$ cat config.mk
export PLATFORM = sky130hd
export DESIGN_NAME = alu_issue_stage
export DESIGN_NICKNAME = d
export VERILOG_FILES = /design/src/rtl/alu_issue_stage.sv
export SDC_FILE = /design/constraint.sdc
export NUM_CORES = 1
export LEC_CHECK = 0
export CAP_MARGIN = 20
export CELL_PAD_IN_SITES_DETAIL_PLACEMENT = 0
export CELL_PAD_IN_SITES_GLOBAL_PLACEMENT = 1
export CORE_ASPECT_RATIO = 0.8
export CORE_UTILIZATION = 30
export CTS_CLUSTER_SIZE = 30
export DETAILED_ROUTE_END_ITERATION = 7
export DONT_BUFFER_PORTS = 1
export PLACE_DENSITY_LB_ADDON = 0.1
export SYNTH_ARGS = -nofsm -noshare
export SYNTH_HDL_FRONTEND = slang
export SYNTH_SLANG_ARGS = --single-unit
$ cat constraint.sdc
create_clock -name clk -period 5.25 [get_ports clk]
set_clock_uncertainty 0.1 [all_clocks]
set_input_delay 1.575 -clock clk [delete_from_list [all_inputs] [get_ports clk]]
set_output_delay 1.575 -clock clk [all_outputs]
set_load 0.05 [all_outputs]
$ cat src/rtl/alu_issue_stage.sv
// alu_issue_stage
// Operand issue and result capture stage around the 32-bit combinational ALU.
// Requests (a, b, op) are accepted through a valid/ready handshake into a
// small circular FIFO. The head entry drives the ALU directly, and the ALU
// result is captured into a one-entry output register that has its own
// valid/ready handshake. Sustains one operation per cycle under backpressure.
//
// Ports
//   clk        rising-edge clock
//   reset      asynchronous, active-high reset
//   req_valid  request present            req_ready  FIFO can accept
//   req_a/b    32-bit operands            req_op     3-bit ALU opcode
//   alu_a/b    head operands to alu32     alu_op     head opcode to alu32
//   alu_s      alu32 result               alu_c_out  alu32 carry
//   rsp_valid  result register full       rsp_ready  consumer accepts result
//   rsp_s      registered result          rsp_c_out  registered carry
//   rsp_zero   registered (rsp_s == 0)    rsp_op     opcode of the result
//   retired    16-bit count of result handshakes, wraps modulo 2^16
module alu_issue_stage #(
  parameter int DEPTH = 2
) (
  input  logic        clk,
  input  logic        reset,
  input  logic        req_valid,
  output logic        req_ready,
  input  logic [31:0] req_a,
  input  logic [31:0] req_b,
  input  logic [2:0]  req_op,
  output logic [31:0] alu_a,
  output logic [31:0] alu_b,
  output logic [2:0]  alu_op,
  input  logic [31:0] alu_s,
  input  logic        alu_c_out,
  output logic        rsp_valid,
  input  logic        rsp_ready,
  output logic [31:0] rsp_s,
  output logic        rsp_c_out,
  output logic        rsp_zero,
  output logic [2:0]  rsp_op,
  output logic [15:0] retired
);

  localparam int PTR_W = (DEPTH > 1) ? $clog2(DEPTH) : 1;
  localparam int CNT_W = $clog2(DEPTH + 1);
  localparam logic [CNT_W-1:0] FULL_CNT = CNT_W'(DEPTH);

  // Request storage (data only, no reset needed)
  logic [31:0]      r_mem_a  [DEPTH];
  logic [31:0]      r_mem_b  [DEPTH];
  logic [2:0]       r_mem_op [DEPTH];

  // FIFO control
  logic [PTR_W-1:0] r_wr_ptr;
  logic [PTR_W-1:0] r_rd_ptr;
  logic [CNT_W-1:0] r_count;

  // Result register
  logic             r_vld_p1;
  logic [31:0]      r_s_p1;
  logic             r_c_p1;
  logic             r_zero_p1;
  logic [2:0]       r_op_p1;
  logic [15:0]      r_retired;

  logic             w_empty;
  logic             w_push;
  logic             w_pop;
  logic             w_rsp_free;
  logic             w_drain;

  // ready depends only on registered state, never on a same-cycle pop
  assign req_ready  = (r_count != FULL_CNT);
  assign w_empty    = (r_count == '0);
  assign w_push     = req_valid & req_ready;
  assign w_rsp_free = ~r_vld_p1 | rsp_ready;
  // Capture and pop are the same event: the head is consumed when the result
  // register can take the ALU output.
  assign w_pop      = ~w_empty & w_rsp_free;
  assign w_drain    = r_vld_p1 & rsp_ready;

  // ---- Stage p0: FIFO write, head drives the ALU ----
  always_ff @(posedge clk) begin
    if (w_push) begin
      r_mem_a[r_wr_ptr]  <= req_a;
      r_mem_b[r_wr_ptr]  <= req_b;
      r_mem_op[r_wr_ptr] <= req_op;
    end
  end

  always_comb begin
    alu_a  = '0;
    alu_b  = '0;
    alu_op = '0;
    if (!w_empty) begin
      alu_a  = r_mem_a[r_rd_ptr];
      alu_b  = r_mem_b[r_rd_ptr];
      alu_op = r_mem_op[r_rd_ptr];
    end
  end

  always_ff @(posedge clk or posedge reset) begin
    if (reset) begin
      r_wr_ptr <= '0;
      r_rd_ptr <= '0;
      r_count  <= '0;
    end else begin
      // DEPTH is a power of two, so pointers wrap naturally
      if (w_push) r_wr_ptr <= r_wr_ptr + PTR_W'(1);
      if (w_pop)  r_rd_ptr <= r_rd_ptr + PTR_W'(1);
      case ({w_push, w_pop})
        2'b10:   r_count <= r_count + CNT_W'(1);
        2'b01:   r_count <= r_count - CNT_W'(1);
        default: r_count <= r_count;
      endcase
    end
  end

  // ---- Stage p1: result register and retire counter ----
  always_ff @(posedge clk or posedge reset) begin
    if (reset) begin
      r_vld_p1  <= 1'b0;
      r_s_p1    <= '0;
      r_c_p1    <= 1'b0;
      r_zero_p1 <= 1'b0;
      r_op_p1   <= '0;
      r_retired <= '0;
    end else begin
      if (w_pop) begin
        r_vld_p1  <= 1'b1;
        r_s_p1    <= alu_s;
        r_c_p1    <= alu_c_out;
        r_zero_p1 <= (alu_s == 32'd0);
        r_op_p1   <= alu_op;
      end else if (w_drain) begin
        r_vld_p1  <= 1'b0;
      end
      if (w_drain) r_retired <= r_retired + 16'd1;
    end
  end

  assign rsp_valid = r_vld_p1;
  assign rsp_s     = r_s_p1;
  assign rsp_c_out = r_c_p1;
  assign rsp_zero  = r_zero_p1;
  assign rsp_op    = r_op_p1;
  assign retired   = r_retired;

endmodule
==> results.ini, run 1 <==
[outcome]
status = completed

[global_route]
overflow = 0
grt_usage_pct = 12.8
grt_pass1_vias = 3935
grt_max_degree = 68
grt_pass1_wl_um = 23900
grt_antenna_before_repair = 0

[cells_and_area]
finish.utilization_pct = 34.4
seqCellArea_um2 = 5480
multi_input_area_um2 = 1850
area_delta_synth_final_pct = 12.6
drive_above_1_share_pct = 9.31
num-fill-cells = 2403
diodes = 0
nets = 631
final_cells = 855

[placed_design]
io_buffers = 0
place_congestion = 0.684
place_inst = 824
dpl.hpwl_um = 10900

[worst_setup_path]
criticalPathCategory = reg2out
cp-start-kind = flip-flop
path_max_fanout = 40
critPathCaptureType = primary output
arrival_ns = 2.60
crit_required_ns = 3.58

[cts]
post_cts_buffers = 0
cts_buffer_depth = 2
clock_latency_ns = 0.42
cts_inserted_buffers = 17
cts.sinks = 192
root_buffer = clkbuf_16
cts_max_level = 4
holdBufCountCts = 0
path_clk_slew_ns = 0.07
ctsResizeCount = 0
cts_tree = done

[yosys]
synth_xor_area_share_pct = 2.35
synth_seq_cells = 192
synth.area.top_cells = edfxtp_1 54%, dfrtp_1 19%, mux2i_1 9.0%
synth_top_family_by_area = simple AND/OR/NAND/NOR gates
yosysTopAreaCell = edfxtp_1
seq_area_frac_synth_pct = 73.6
yosys.area_share.simple_pct = 12.2
synthesis.area_um2 = 7440
avgSynthCellArea_um2 = 14.3
synth_top_area_share_pct = 54.1
synthMuxAreaShare_pct = 9.16
ys_types = 28
netlist_instances = 521
synth_fa_ha_area_share_pct = 0.336
synth_nets = 627
synth_compound_area_share_pct = 0.572
ys_warn_count = 0

[route]
wl_per_cell_um = 19.1
drc = 0
drtAntennaViolNets = 0
dr.pass1.iters = 4
drt_first_iter_violations = 161
routed_wl_um = 16300
drt-vias-per-instance = 4.60
vias = 3932

[worst_hold_path]
min_path_type = reg2reg

[timing]
fmax_mhz = 234
finalMaxSlewViolations = 0
finalHoldViolations = 0
period_share_pct = 81.4
tightest_slew_ns = 1.04
relSlewSlack_pct = 30.3
timing.setup.tns_ns = 0
holdWs_ns = 0.451
finalCriticalPeriod_ns = 4.27
rsz0062_at_grt = false
setup_viol = 0

[floorplanning]
ioPinCount = 226
start_util_pct = 30.5
core_area_um2 = 24400
num_rows = 51
dieArea_um2 = 25400
die_w_um = 178
die_y_um = 143

[flow_run]
cap_violations = 0

==> state kept, by name (all words and copies together), names as in the netlist <==
signal and count:
rsp_valid 1, rsp_s 32, r_mem_op 6, rsp_c_out 1, r_count 2, rsp_op 3
r_wr_ptr 1, r_mem_a 64, retired 16, r_rd_ptr 1, r_mem_b 64, rsp_zero 1
==> area by class of cell <==
type                    count  share of cell area [%]
inverters                   3                   0.134
repair buffers              7                   0.776
multi-input cells         304                    22.1
flip-flops and latches    192                    65.4
clock inverters            14                    1.82
well taps                 318                    4.75
clock buffers              17                    5.07
==> cells by family (layout without fill, tap and decap cells) <==
logic type,count (synthesis),count (layout)
fa+ha+maj,2,2
simple gates,209,209
mux,68,68
xor+xnor,20,20
buf+inv,25,41
compound gates,5,5
flops,192,192
==> worst max-delay path, stage by stage (launching register included) <==
cell	delay [ns]
dfrtp_4	0.88
buf_4	0.39
mux2i_1	0.11
nor2_1	0.76
==> cell usage after synthesis, drive strengths merged <==
| library cell | number |
|---|---|
| o31ai | 1 |
| nand2b | 2 |
| nor3 | 2 |
| ha | 2 |
| dfrtp | 58 |
| nand4 | 5 |
| a22o | 3 |
| mux2i | 67 |
| nor2 | 73 |
| edfxtp | 134 |
| inv | 3 |
| nor4 | 11 |
| and3 | 3 |
| o21ai | 1 |
| xor2 | 8 |
| nand2 | 106 |
| nand3 | 7 |
| buf | 20 |
| mux2 | 1 |
| clkbuf | 2 |
| xnor2 | 12 |
==> worst paths after layout <==
kind,startpoint,to,slack [ns],cells past startpoint
setup / recovery,r_rd_ptr,alu_b[12],0.98,3
setup reg to reg,r_count[0],r_mem_a[0][0],2.38,4
max in group asynchronous,reset,rsp_s[27],3.16,2
min in group asynchronous,reset,retired[12],1.08,1
hold reg to reg,r_wr_ptr,r_wr_ptr,0.45,1
hold / removal,r_wr_ptr,r_wr_ptr,0.45,1
==> stage by stage <==
step | setup slack [ns] | cell area (µm²)
final | 0.977 | 8380
after global routing | 0.799 | 8380
after CTS | 0.878 | 8380
after detailed placement | 1.35 | 7800
after global placement | 1.35 | 7800
after floorplan | 0.163 | 7440
==> per-layer routing <==
layer	vias to the layer above	GRT usage [%]	routed length, µm	share of wire (%)
met4	0	4.45	183	1.1
met1	1955	16.6	6990	43
li1	1837	-	-	-
met5	-	0	0	0
met2	129	19.3	7680	47
met3	11	5.30	1440	8.9
==> cell usage in the layout (no fill, tap or decap), drive strengths merged <==
master,netlist,final
xor2,8,8
clkinv,0,5
nor3,2,2
nand2b,2,2
edfxtp,134,134
buf,20,7
clkbuf,2,17
o21ai,1,1
o31ai,1,1
bufinv,0,2
inv,3,10
nand2,106,106
mux2i,67,67
mux2,1,1
and3,3,3
a22o,3,3
dfrtp,58,58
xnor2,12,12
nand4,5,5
nand3,7,7
nor4,11,11
nor2,73,73
ha,2,2
Power of run 1 is left out: the tool's default activity adds up to more than one toggle a clock period on the data nets, which glitch-free logic cannot reach.
==> run 2, diff against run 1 <==
Clock period 5.25 ns to 4.1 ns, I/O delays scaled along.
==> run 2 against run 1 <==
  * Core utilization rose by 2.3 points
  * Worst hold slack improved by 0.0053 ns
  * Flip-flop and latch count stayed put
  * Sequential share of layout area fell by 4.1 points
  * Via count increased by 5.3%
  * Critical endpoint is now alu_b[24]
  * First-iteration DRC count is 16% higher
  * Worst setup slack worse by 0.32 ns
  * Die area stayed put
  * Non-clock buffer count grew 66
  * Global-route usage increased by 0.21 points
  * Register-to-register slack got worse by 0.98 ns
==> results.ini, run 2 (synthesis gave the netlist of run 1 again) <==
[route]
dr.pass1.iters = 4  ; unchanged
drtAntennaViolNets = 0  ; unchanged
drt-vias-per-instance = 4.49  ; was 4.60
drt_first_iter_violations = 186  ; was 161
vias = 4141  ; was 3932
routed_wl_um = 16700  ; was 16300 µm
drc = 0  ; unchanged
wl_per_cell_um = 18.1  ; was 19.1 µm

[worst_setup_path]
critPathCaptureType = primary output  ; unchanged
crit_path_frequent_cell = buf_4
path_max_fanout = 40  ; unchanged
worst_path_max_delay_cell = buf_4  ; was dfrtp_4
crit_required_ns = 2.77  ; was 3.58 ns
cp-start-kind = flip-flop  ; unchanged
crit_chain = buf_4 -> mux2i_1 -> nor2_1 -> buf_4  ; was buf_4 -> mux2i_1 -> nor2_1
cp_num_buf_inv = 2  ; was 1
criticalPathCategory = reg2out  ; unchanged
crit_family = buffers and inverters  ; was flip-flops
critical_path.max_stage_delay_ns = 0.56  ; was 0.88 ns
arrival_ns = 2.12  ; was 2.60 ns

[global_route]
grt_antenna_before_repair = 0  ; unchanged
grt_pass1_vias = 4106  ; was 3935
grt_max_degree = 68  ; unchanged
overflow = 0  ; unchanged
grt_pass1_wl_um = 24300  ; was 23900 µm
grt_usage_pct = 13.0  ; was 12.8%

[cts]
cts_max_level = 4  ; unchanged
cts_buffer_depth = 2  ; unchanged
path_clk_slew_ns = 0.07  ; about the same
root_buffer = clkbuf_16  ; unchanged
clock_latency_ns = 0.43  ; was 0.42 ns
cts.sinks = 192  ; unchanged
ctsResizeCount = 0  ; unchanged
holdBufCountCts = 0  ; unchanged
cts_tree = done  ; unchanged
cts_inserted_buffers = 17  ; unchanged
post_cts_buffers = 0  ; unchanged

[placed_design]
io_buffers = 0  ; unchanged
dpl.hpwl_um = 11200  ; was 10900 µm
place_congestion = 0.669  ; was 0.684
place_inst = 890  ; was 824
placed_area_um2 = 8330  ; was 7800 µm²

[timing]
relSlewSlack_pct = 30.4  ; was 30.3%
finalMaxSlewViolations = 0  ; unchanged
period_share_pct = 84.1
finalHoldViolations = 0  ; unchanged
timing.setup.tns_ns = 0  ; unchanged
fmax_mhz = 290
tightest_slew_ns = 1.04  ; about the same
rsz0062_at_grt = false  ; unchanged
setup_viol = 0  ; unchanged
finalCriticalPeriod_ns = 3.45

[outcome]
status = completed  ; unchanged

[floorplanning]
die_y_um = 143  ; unchanged
start_util_pct = 30.5  ; unchanged
ioPinCount = 226  ; unchanged
dieArea_um2 = 25400  ; unchanged
die_w_um = 178  ; unchanged
num_rows = 51  ; unchanged
core_area_um2 = 24400  ; unchanged

[flow_run]
cap_violations = 0  ; unchanged

[worst_hold_path]
min_path_type = reg2reg  ; unchanged

[cells_and_area]
area_delta_synth_final_pct = 20.2  ; was 12.6%
final_cells = 922  ; was 855
diodes = 0  ; unchanged
drive_above_1_share_pct = 19.7  ; was 9.31%
nets = 697  ; was 631
mostFrequentLayoutCell = edfxtp_1  ; unchanged
design_area_um2 = 8950  ; was 8380 µm²
final_cell_mix = 134 x edfxtp_1, 105 x nand2_1, 71 x nor2_1, 70 x buf_4, 67 x mux2i_1  ; was 134 x edfxtp_1, 105 x nand2_1, 71 x nor2_1, 67 x mux2i_1, 57 x dfrtp_1

run 2: layer usage:
layer  track usage (%)  vias to the layer above  share of wire (%)
met5                 0                        -                  0
met4              3.91                        0               0.86
met3              5.09                        9                7.5
met2              19.8                      114                 48
met1              17.1                     2053                 44
li1                  -                     1965                  -
run 2: worst paths after layout:
check | cells past startpoint | startpoint | slack [ns] | to
min in group asynchronous | 1 | reset | 0.76 | retired[13]
setup / recovery | 4 | r_rd_ptr | 0.65 | alu_b[24]
max in group asynchronous | 2 | reset | 2.35 | rsp_s[28]
setup reg to reg | 4 | r_count[0] | 1.40 | r_mem_b[0][24]
hold reg to reg | 1 | r_wr_ptr | 0.46 | r_wr_ptr
hold / removal | 1 | r_wr_ptr | 0.46 | r_wr_ptr
run 2: per-stage QoR:
stage | hold slack, ns | worst slack, ns | util, %
6_report | 0.456 | 0.654 | 36.7
5_1_grt | 0.481 | 0.545 | 36.7
4_1_cts | 0.460 | 0.610 | 36.7
3_5_place_dp | 0.446 | 1.07 | 34.2
3_3_place_gp | 0.436 | 1.09 | 34.2
2_1_floorplan | 0.379 | 0.481 | -
run 2: final cells by class:
| type | count | area, µm² |
|---|---|---|
| clock buffers | 17 | 425 |
| clock inverters | 15 | 196 |
| fillers | 2382 | 15400 |
| inverters | 3 | 11.3 |
| multi-input cells | 304 | 1850 |
| flip-flops and latches | 192 | 5480 |
| well taps | 318 | 398 |
| repair buffers | 73 | 586 |
Power of run 2 is left out for the same reason.
==> run 3, diff against run 2 <==
Clock period 4.1 ns to 3.1 ns, I/O delays scaled along.
==> run 3 against run 2 <==
  * Critical path depth unchanged
  * Global-route usage up 0.13 points
  * Worst setup slack worse by 0.50 ns
  * Via count up 0.27%
  * Die area did not move
  * Cell area about the same
  * Non-clock buffer count increased by 3
==> results.ini, run 3 (synthesis gave the netlist of run 1 again) <==
[outcome]
status = completed  ; unchanged

[cts]
post_cts_buffers = 0  ; unchanged
cts_tree = done  ; unchanged
cts_buffer_depth = 2  ; unchanged
cts.sinks = 192  ; unchanged
root_buffer = clkbuf_16  ; unchanged
cts_inserted_buffers = 17  ; unchanged
cts_max_level = 4  ; unchanged
holdBufCountCts = 0  ; unchanged
path_clk_slew_ns = 0.08  ; was 0.07 ns
clock_latency_ns = 0.42  ; was 0.43 ns
ctsResizeCount = 0  ; unchanged

[timing]
period_share_pct = 95.0
rsz0062_at_grt = false  ; unchanged
setup_viol = 0  ; unchanged
finalMaxSlewViolations = 0  ; unchanged
finalCriticalPeriod_ns = 2.94
finalHoldViolations = 0  ; unchanged
fmax_mhz = 340
tightest_slew_ns = 1.02  ; was 1.04 ns
relSlewSlack_pct = 32.0  ; was 30.4%
timing.setup.tns_ns = 0  ; unchanged

[worst_setup_path]
path_max_fanout = 65  ; was 40
critPathCaptureType = primary output  ; unchanged
r2r-start = r_count[0]  ; unchanged
rr_worst_depth = 5  ; was 4
rrSetupSlack_ns = 0.95  ; was 1.40 ns
crit_required_ns = 2.07  ; was 2.77 ns
arrival_ns = 1.91  ; was 2.12 ns
cp-start-kind = flip-flop  ; unchanged
cp-startpoint = r_rd_ptr  ; unchanged
r2r-end = r_mem_op[0][1]  ; was r_mem_b[0][24]
criticalPathCategory = reg2out  ; unchanged

[floorplanning]
die_w_um = 178  ; unchanged
start_util_pct = 30.5  ; unchanged
core_area_um2 = 24400  ; unchanged
num_rows = 51  ; unchanged
ioPinCount = 226  ; unchanged
die_y_um = 143  ; unchanged
dieArea_um2 = 25400  ; unchanged

[route]
drt-vias-per-instance = 4.49  ; about the same
wl_per_cell_um = 18.1  ; about the same
drc = 0  ; unchanged
dr.pass1.iters = 5  ; was 4
routed_wl_um = 16700  ; about the same
drtAntennaViolNets = 0  ; unchanged
vias = 4152  ; was 4141
drt_first_iter_violations = 174  ; was 186

[cells_and_area]
multi_input_area_um2 = 1860  ; was 1850 µm²
seqCellArea_um2 = 5480  ; unchanged
nets = 700  ; was 697
mostFrequentLayoutCell = edfxtp_1  ; unchanged
num-fill-cells = 2368  ; was 2382
drive_above_1_share_pct = 19.9  ; was 19.7%
diodes = 0  ; unchanged
final_cell_mix = 134 x edfxtp_1, 105 x nand2_1, 71 x nor2_1, 71 x buf_4, 67 x mux2i_1  ; was 134 x edfxtp_1, 105 x nand2_1, 71 x nor2_1, 70 x buf_4, 67 x mux2i_1
area_delta_synth_final_pct = 20.3  ; was 20.2%

[global_route]
grt_pass1_vias = 4201  ; was 4106
grt_max_degree = 68  ; unchanged
grt_usage_pct = 13.2  ; was 13.0%
grt_antenna_before_repair = 0  ; unchanged
grt_pass1_wl_um = 24700  ; was 24300 µm
overflow = 0  ; unchanged

[placed_design]
place_congestion = 0.740  ; was 0.669
dpl.hpwl_um = 11100  ; was 11200 µm
io_buffers = 0  ; unchanged

[flow_run]
cap_violations = 0  ; unchanged

[worst_hold_path]
min_path_type = in2async  ; was reg2reg

## run 3: cell count changes in the layout (fill, tap and decap cells not counted), sizes merged
cell    before  now
buf         73   76
bufinv       2    0
clkbuf      17   18
inv         10   11
## run 3: routing by layer
| metal | track usage (%) | vias to the layer above | routed length [µm] |
|---|---|---|---|
| li1 | - | 1975 | - |
| met4 | 2.97 | 0 | 102 |
| met1 | 16.4 | 2048 | 7180 |
| met5 | 0 | - | 0 |
| met2 | 20.7 | 123 | 7930 |
| met3 | 6.26 | 6 | 1510 |
## run 3: metrics by stage
step,hold slack [ns],utilization (%),instance area (µm²),setup WS [ns],cells
after CTS,0.390,36.7,8950,0.127,925
after global routing,0.416,36.7,8950,0.0445,925
final,0.379,36.7,8950,0.156,925
after detailed placement,0.447,34.4,8380,0.589,893
after global placement,0.435,34.4,8380,0.617,893
after floorplan,0.402,-,7450,0.422,521
## run 3: area by class of cell
cell class                 count  area share [%]
tap                          318            4.44
timing repair buffer          76            7.07
clock buffer                  18            4.79
sequential                   192            61.2
inverter                       3           0.126
clock inverter                14            1.61
multi-input combinational    304            20.8
## run 3: worst max path at each step
stage	end	slack, ns
6_report	alu_b[20]	0.16
5_1_grt	alu_a[0]	0.04
4_1_cts	alu_a[0]	0.13
3_5_place_dp	alu_a[0]	0.59
3_3_place_gp	alu_a[31]	0.62
2_1_floorplan	alu_a[10]	0.42
## run 3: worst max-delay path, stage by stage (launching register included)
cell	delay, ns
dfrtp_4	0.47
buf_12	0.35
mux2i_1	0.29
nor2_1	0.06
buf_4	0.20
Power of run 3 is left out for the same reason.
